### src/rtl/periph_bus_ctrl.sv
// periph_bus_ctrl: sequences CPU data-port accesses to peripheral slots with ready handshake and bus timeout
module periph_bus_ctrl #(
  parameter int NUM_PERI = 8,
  parameter logic [27:0] PERI_BASE = 28'h8000000,
  parameter int TIMEOUT = 15
) (
  input  logic                    clk,
  input  logic                    rst,
  input  logic [27:0]             data_addr,
  input  logic [1:0]              data_write_n,
  input  logic [1:0]              data_read_n,
  input  logic [31:0]             data_out,
  output logic                    data_ready,
  output logic [31:0]             data_in,
  output logic [NUM_PERI-1:0]     peri_sel,
  output logic [3:0]              peri_offset,
  output logic [1:0]              peri_write_n,
  output logic [1:0]              peri_read_n,
  output logic [31:0]             peri_wdata,
  input  logic [32*NUM_PERI-1:0]  peri_rdata,
  input  logic [NUM_PERI-1:0]     peri_ready,
  output logic                    bus_err,
  output logic [7:0]              err_count
);
  typedef enum logic [1:0] {IDLE, ACCESS, DONE} state_t;
  state_t state;
  logic [7:0] wait_cnt;
  logic [2:0] slot;
  logic req, mapped, sel_ready;
  logic [31:0] sel_rdata;
  always_comb begin
    req = data_write_n != 2'b11 || data_read_n != 2'b11;
    mapped = data_addr[27:7] == PERI_BASE[27:7] && 32'(data_addr[6:4]) < NUM_PERI;
    sel_ready = peri_ready[slot];
    sel_rdata = peri_rdata[{slot, 5'b0} +: 32];
  end
  // Ready is checked before the timeout so a last-cycle ready completes cleanly
  always_ff @(posedge clk) begin
    if (rst) begin
      state <= IDLE;
      peri_sel <= '0;
      peri_write_n <= 2'b11;
      peri_read_n <= 2'b11;
      peri_offset <= '0;
      peri_wdata <= '0;
      data_ready <= 1'b0;
      data_in <= '0;
      bus_err <= 1'b0;
      err_count <= '0;
      wait_cnt <= '0;
      slot <= '0;
    end else begin
      data_ready <= 1'b0;
      bus_err <= 1'b0;
      case (state)
        IDLE: if (req) begin
          peri_offset <= data_addr[3:0];
          peri_wdata <= data_out;
          slot <= data_addr[6:4];
          wait_cnt <= '0;
          if (mapped) begin
            state <= ACCESS;
            peri_sel <= NUM_PERI'(1) << data_addr[6:4];
            peri_write_n <= data_write_n;
            peri_read_n <= data_write_n != 2'b11 ? 2'b11 : data_read_n;
          end else begin
            state <= DONE;
            data_in <= '1;
            data_ready <= 1'b1;
          end
        end
        ACCESS: if (sel_ready || wait_cnt == 8'(TIMEOUT - 1)) begin
          state <= DONE;
          data_ready <= 1'b1;
          peri_sel <= '0;
          peri_write_n <= 2'b11;
          peri_read_n <= 2'b11;
          data_in <= (sel_ready && peri_write_n == 2'b11) ? sel_rdata : '1;
          if (!sel_ready) begin
            bus_err <= 1'b1;
            if (err_count != 8'hFF) err_count <= err_count + 8'd1;
          end
        end else wait_cnt <= wait_cnt + 8'd1;
        default: state <= IDLE;
      endcase
    end
  end
endmodule

### config.mk
export PLATFORM = sky130hd
export DESIGN_NAME = periph_bus_ctrl
export DESIGN_NICKNAME = d
export VERILOG_FILES = /design/src/rtl/periph_bus_ctrl.sv
export SDC_FILE = /design/constraint.sdc
export NUM_CORES = 1
export LEC_CHECK = 0
export ABC_AREA = 1
export CORE_AREA = 2 2 164 166
export DETAILED_ROUTE_END_ITERATION = 10
export DIE_AREA = 0 0 166 168
export GPL_ROUTABILITY_DRIVEN = 0
export SYNTH_ARGS = -nofsm -noshare
export SYNTH_HDL_FRONTEND = slang
export SYNTH_SLANG_ARGS = --single-unit
### constraint.sdc
create_clock -name clk -period 1.64 [get_ports clk]
set_input_delay 0.164 -clock clk [delete_from_list [all_inputs] [get_ports clk]]
set_output_delay 0.164 -clock clk [all_outputs]
set_load 0.03 [all_outputs]
==> results.sh, run 1 <==
export IMPL_worstPathCellList="clkdlybuf4s50_1"
export IMPL_rows=60
export IMPL_clkTransAtPathRegs_ps=90
export IMPL_cts_tree="built"
export IMPL_avgSynthCellArea_um2=5.90
export IMPL_critPathMaxFanout=2
export IMPL_r2r_worst_path_cells=9
export IMPL_dieArea_um2=27900
export IMPL_grt_pass1_wl_um=50000
export IMPL_timing_fmax_mhz=627
export IMPL_path_delay_family="buffers and inverters"
export IMPL_fin_crit_ps=1600
export IMPL_dp_hpwl_um=25600
export IMPL_dpl_worst_slack_ps=-238
export IMPL_cp_end_kind="output port"
export IMPL_grt_overflow=0
export IMPL_avgRoutedWirePerCell_um=16.9
export IMPL_most_common_layout_cells="406 x clkdlybuf4s50_1, 293 x nor2_1, 189 x nand2_1"
export IMPL_fin_cells=1972
export IMPL_via_per_inst=4.66
export IMPL_yosysWarningCount=0
export IMPL_initialDrtViolationCount=486
export IMPL_core_um2=26400
export IMPL_num_vias=9182
export IMPL_leakage_nw=5.56
export IMPL_path_class="reg -> out"
export IMPL_cts_sinks=103
export IMPL_hold_class="in -> reg"
export IMPL_drc=0
export IMPL_max_stage_delay_ps=740
export IMPL_synth_top_area_share=0.293
export IMPL_synthesis_area_um2=7040
export IMPL_min_path_cells=2
export IMPL_finalSetupViolCount=0
export IMPL_synth_net_count=1526
export IMPL_clock_skew_ps=12.1
export IMPL_final_layout_size_suffix_gt1_frac=0.103
export IMPL_area_growth_pct=81.0
export IMPL_totalWireLength_um=33400
export IMPL_cp_num_buf_inv=1
export IMPL_yosys_top_cells_area="dfxtp_1 29%, nor2_1 16%, o21ai_0 12%, nand2_1 10%, inv_1 5.3%"
export IMPL_fin_hold_ws_ps=105
export IMPL_period_share=0.973
export IMPL_initial_core_util=0.267
export IMPL_grt_max_degree=49
export IMPL_slowest_stage="clkdlybuf4s50_1"
export IMPL_start_kind="register"
export IMPL_clock_path_buffers=2
export IMPL_finalMaxSlewViolations=0
export IMPL_layout_nets=1957
export IMPL_tightest_slew_ps=436
export IMPL_status="finished, final reports clean"
export IMPL_antenna_left=0
export IMPL_final_core_util=0.483
export IMPL_mostFrequentLayoutCell="clkdlybuf4s50_1"
export IMPL_port_buffers=419
export IMPL_numCtsBuffers=9
export IMPL_required_ps=1480
export IMPL_place_inst=1941
export IMPL_cp_arrival_ps=1430
export IMPL_dieWidth_um=166
export IMPL_ys_ff_latch=103
export IMPL_timing_setup_tns_ps=0
export IMPL_antenna_found_initial=3
export IMPL_clk_latency_ps=360
export IMPL_powerDensity_nw_per_um2=647
export IMPL_fillerInstances=2670
export IMPL_max_cap_violations=0
export IMPL_yosysTopAreaCell="dfxtp_1"
export IMPL_synth_cell_types=32
export IMPL_slew_headroom=0.709
export IMPL_fp_dieH_um=168
export IMPL_cts_root_buf="clkbuf_16"
export IMPL_finalHoldViolCount=0
export IMPL_grt_pass1_vias=8860
export IMPL_rsz0062_at_grt="yes"
export IMPL_track_usage=0.226
export IMPL_ir_drop_mv=0.488
export IMPL_io_pin_count=420
export IMPL_layout_setup_ws_ps=45.0
export IMPL_syn_inst=1193
export IMPL_path_depth=1
export IMPL_synth_seq_area_share=0.293
export IMPL_cts_max_level=3
export IMPL_firstDrtPassIters=5
==> layout make-up <==
type | instances | area [um^2] | area share
diodes | 2 | 5.00 | 0.000393
multi-input cells | 904 | 4300 | 0.337
inverters | 103 | 399 | 0.0313
clock buffers | 9 | 225 | 0.0177
clock inverters | 7 | 85.1 | 0.00668
flip-flops and latches | 103 | 2070 | 0.163
repair buffers | 503 | 5230 | 0.410
well taps | 341 | 427 | 0.0335
==> cells in the mapped netlist <==
| cell type | n |
|---|---|
| a21oi_1 | 61 |
| and2_0 | 1 |
| buf_1 | 5 |
| buf_2 | 21 |
| buf_4 | 6 |
| buf_6 | 14 |
| buf_8 | 1 |
| clkbuf_1 | 37 |
| dfxtp_1 | 103 |
| ha_1 | 3 |
| inv_1 | 100 |
| inv_2 | 3 |
| nand2_1 | 191 |
| nand2_2 | 2 |
| nand2_4 | 4 |
| nand3_1 | 35 |
| nand3_2 | 3 |
| nand3b_1 | 31 |
| nand4_1 | 9 |
| nor2_1 | 309 |
| nor2_2 | 1 |
| nor2_4 | 1 |
| nor3_1 | 4 |
| nor3b_1 | 1 |
| nor4_1 | 1 |
| o211ai_1 | 2 |
| o21ai_0 | 175 |
| o21ai_1 | 56 |
| o21ai_2 | 1 |
| or2_2 | 3 |
| xnor2_1 | 3 |
| xor2_1 | 6 |
==> worst paths after layout <==
path | from | endpoint | slack, ps
worst max-delay path | data_in[19]$_SDFFE_PP0P_ | data_in[19] | 40
worst min-delay path | rst | state[1]$_SDFFE_PP0P_ | 110
worst min register to register | peri_wdata[22]$_SDFFE_PP0P_ | peri_wdata[22]$_SDFFE_PP0P_ | 490
worst max register to register | wait_cnt[0]$_SDFFE_PP0P_ | state[1]$_SDFFE_PP0P_ | 40
==> logic make-up after synthesis <==
| group | after synthesis | synth area share |
|---|---|---|
| AOI/OAI and AO/OA | 295 | 0.211 |
| and+or+nand+nor | 596 | 0.356 |
| buffers and inverters | 187 | 0.123 |
| adders and majority gates | 3 | 0.00534 |
| DFF | 103 | 0.293 |
| xor gates and xnor gates | 9 | 0.0112 |
==> routing by layer <==
metal	vias up	GRT usage	wire [um]
li1	4683	-	-
met1	4156	0.273	14300
met2	312	0.398	16000
met3	29	0.0665	2530
met4	2	0.0491	535
met5	-	0	13
==> sequential cells by signal (all words and copies together) (netlist names) <==
signal / count
data_in: 32
peri_wdata: 32
err_count: 8
peri_sel: 8
wait_cnt: 8
peri_offset: 4
slot: 3
peri_read_n: 2
peri_write_n: 2
state: 2
bus_err: 1
data_ready: 1
==> through the flow <==
step / instance area (um^2) / power, mW
finish: 12700 / 8.24
global route: 12700 / 8.75
CTS: 12300 / 8.17
detailed placement: 11900 / 5.86
global placement: 11900 / 5.85
floorplan: 7040 / 4.24
==> timing repair <==
item / in CTS / in global routing
pin swaps: 0 / 5
setup endpoints to repair: 20 / 62
gates resized for setup: 11 / 91
buffers inserted: 1 / 4
hold buffers: 0 / 0
cloned: 0 / 8
hold endpoints to repair: 0 / 0
==> power breakdown <==
part / internal [mW] / leakage [nW] / switching (mW)
Combinational: 1.62 / 4.55 / 1.59
Clock: 1.10 / 0.147 / 1.18
Sequential: 2.66 / 0.855 / 0.0884
Total: 5.37 / 5.56 / 2.87
(Power assumes the default switching activity.)
==> run 2: changes to the inputs <==
--- a/config.mk
+++ b/config.mk
@@ -6,9 +6,9 @@
 export NUM_CORES = 1
 export LEC_CHECK = 0
 export ABC_AREA = 1
-export CORE_AREA = 2 2 164 166
+export CORE_AREA = 3 3 160 162
 export DETAILED_ROUTE_END_ITERATION = 10
-export DIE_AREA = 0 0 166 168
+export DIE_AREA = 0 0 163 165
 export GPL_ROUTABILITY_DRIVEN = 0
 export SYNTH_ARGS = -nofsm -noshare
 export SYNTH_HDL_FRONTEND = slang
==> run 2 against run 1 <==
Compared with the run above: the run now ends with setup timing left; flip-flop and latch count unchanged; die area down 3.6%; sequential share of layout area down 0.43 points; worst hold slack better by 160 ps; clock skew about the same; clock power down 2%; combinational power up 4%; fmax down 7.7%; non-clock buffer count up 9; critical endpoint is now data_in[12]$_SDFFE_PP0P_; largest cell class unchanged.
==> results.sh, run 2 (synthesis gave the netlist of run 1 again) <==
export IMPL_port_buffers=419
export IMPL_layout_nets=1967
export IMPL_cp_end_kind="register"
export IMPL_max_cap_violations=0
export IMPL_drc=0
export IMPL_mostFrequentLayoutCell="clkdlybuf4s50_1"
export IMPL_clock_path_buffers=2
export IMPL_fin_total_pwr_mw=8.32
export IMPL_track_usage=0.233
export IMPL_final_core_util=0.538
export IMPL_cts_max_level=3
export IMPL_core_um2=24200
export IMPL_most_common_layout_cells="407 x clkdlybuf4s50_1, 294 x nor2_1, 177 x nand2_1"
export IMPL_design_area_um2=13100
export IMPL_fin_crit_ps=1730
export IMPL_placed_cell_area_um2=11900
export IMPL_finalSetupViolCount=50
export IMPL_leakage_nw=5.70
export IMPL_avgRoutedWirePerCell_um=17.8
export IMPL_cts_root_buf="clkbuf_16"
export IMPL_antenna_left=0
export IMPL_dieWidth_um=163
export IMPL_dieArea_um2=26900
export IMPL_io_pin_count=420
export IMPL_cts_tree="built"
export IMPL_cts_sinks=103
export IMPL_clk_latency_ps=360
export IMPL_grt_overflow=0
export IMPL_timing_fmax_mhz=579
export IMPL_dpl_worst_slack_ps=-221
export IMPL_clkTransAtPathRegs_ps=90
export IMPL_path_class="reg -> reg"
export IMPL_rsz0062_at_grt="yes"
export IMPL_start_kind="register"
export IMPL_grt_pass1_wl_um=48900
export IMPL_area_growth_pct=85.5
export IMPL_grt_max_degree=50
export IMPL_firstDrtPassIters=5
export IMPL_num_vias=9389
export IMPL_fp_dieH_um=165
export IMPL_clock_skew_ps=12.2
export IMPL_finalHoldViolCount=0
export IMPL_initialDrtViolationCount=431
export IMPL_numCtsBuffers=9
export IMPL_ir_drop_mv=0.549
export IMPL_period_share=1.05
export IMPL_totalWireLength_um=35000
export IMPL_powerDensity_nw_per_um2=638
export IMPL_status="complete, but fails checks"
export IMPL_layout_setup_ws_ps=-88.4
export IMPL_violations="setup timing"
export IMPL_r2r_worst_path_cells=12
export IMPL_rows=57
export IMPL_min_path_cells=3
export IMPL_slew_headroom=0.680
export IMPL_antenna_found_initial=9
export IMPL_tightest_slew_ps=479
export IMPL_largest_registers="data_in: 32 flops, peri_wdata: 32 flops"
export IMPL_hold_class="in -> reg"
export IMPL_cp_arrival_ps=1980
export IMPL_critPathMaxFanout=6
export IMPL_required_ps=1890
export IMPL_via_per_inst=4.77
export IMPL_initial_core_util=0.290
export IMPL_dp_hpwl_um=26300
export IMPL_grt_pass1_vias=8829
export IMPL_holdBufCountCts=0
export IMPL_finalMaxSlewViolations=0
export IMPL_final_layout_size_suffix_gt1_frac=0.121
export IMPL_fillerInstances=2425
## run 2: cell count changes in the layout (fill, tap and decap cells not counted), sizes merged
cell           change
clkbuf             +5
buf                +4
diode              +4
dlygate4sd2        -2
clkdlybuf4s50      +1
clkinvlp           -1
dlymetal6s2s       +1
inv                +1
nand3              +1
## run 2: path summary, 6_finish.rpt
| path | from | endpoint | slack [ps] |
|---|---|---|---|
| setup reg to reg | slot[0]$_SDFFE_PP0P_ | data_in[12]$_SDFFE_PP0P_ | -90 |
| hold reg to reg | peri_wdata[22]$_SDFFE_PP0P_ | peri_wdata[22]$_SDFFE_PP0P_ | 490 |
| setup / recovery | slot[0]$_SDFFE_PP0P_ | data_in[12]$_SDFFE_PP0P_ | -90 |
| hold / removal | rst | err_count[7]$_SDFFE_PP0P_ | 270 |
## run 2: area by class of cell
type | instances | area, um^2 | share of cell area
timing repair buffer | 512 | 5390 | 0.413
clock inverter | 7 | 81.3 | 0.00623
antenna | 6 | 15.0 | 0.00115
inverter | 103 | 397 | 0.0304
tap | 324 | 405 | 0.0311
sequential | 103 | 2070 | 0.159
clock buffer | 9 | 225 | 0.0173
multi-input combinational | 905 | 4470 | 0.342
## run 2: metal layers
layer / global-route usage / part of all wire / up-vias
met1: 0.262 / 0.40 / 4288
li1: - / - / 4714
met2: 0.414 / 0.49 / 326
met4: 0.0757 / 0.027 / 6
met3: 0.0815 / 0.088 / 55
met5: 0 / 0.0011 / -
## run 2: repair_timing
action | CTS | global route
cloned | 0 | 14
pin swaps | 2 | 23
resized for setup | 20 | 111
setup buffers | 2 | 12
setup endpoints to repair | 62 | 67
hold endpoints to repair | 0 | 0
## run 2: critical path, cell delays in order (launching register included)
cell,delay [ps]
dfxtp_4,440
buf_6,130
buf_6,100
nand2_2,50
nand3_2,70
nand3_2,90
nand2_4,160
nand2_8,90
nand2_8,140
clkbuf_16,170
nand3b_1,80
nand2_1,70
inv_1,40
## run 2: stage by stage
step	hold WS [ps]	cells	TNS [ps]
global route	287	1969	-6970
finish	265	1969	-1770
detailed placement	468	1921	-4840
floorplan	331	1193	0
global placement	456	1921	-4880
CTS	269	1938	-64.9
## run 2: power by group
part | total (mW) | leakage (nW) | switching, mW | internal (mW)
Sequential | 2.75 | 0.854 | 0.0959 | 2.66
Combinational | 3.34 | 4.69 | 1.65 | 1.69
Clock | 2.23 | 0.150 | 1.14 | 1.09
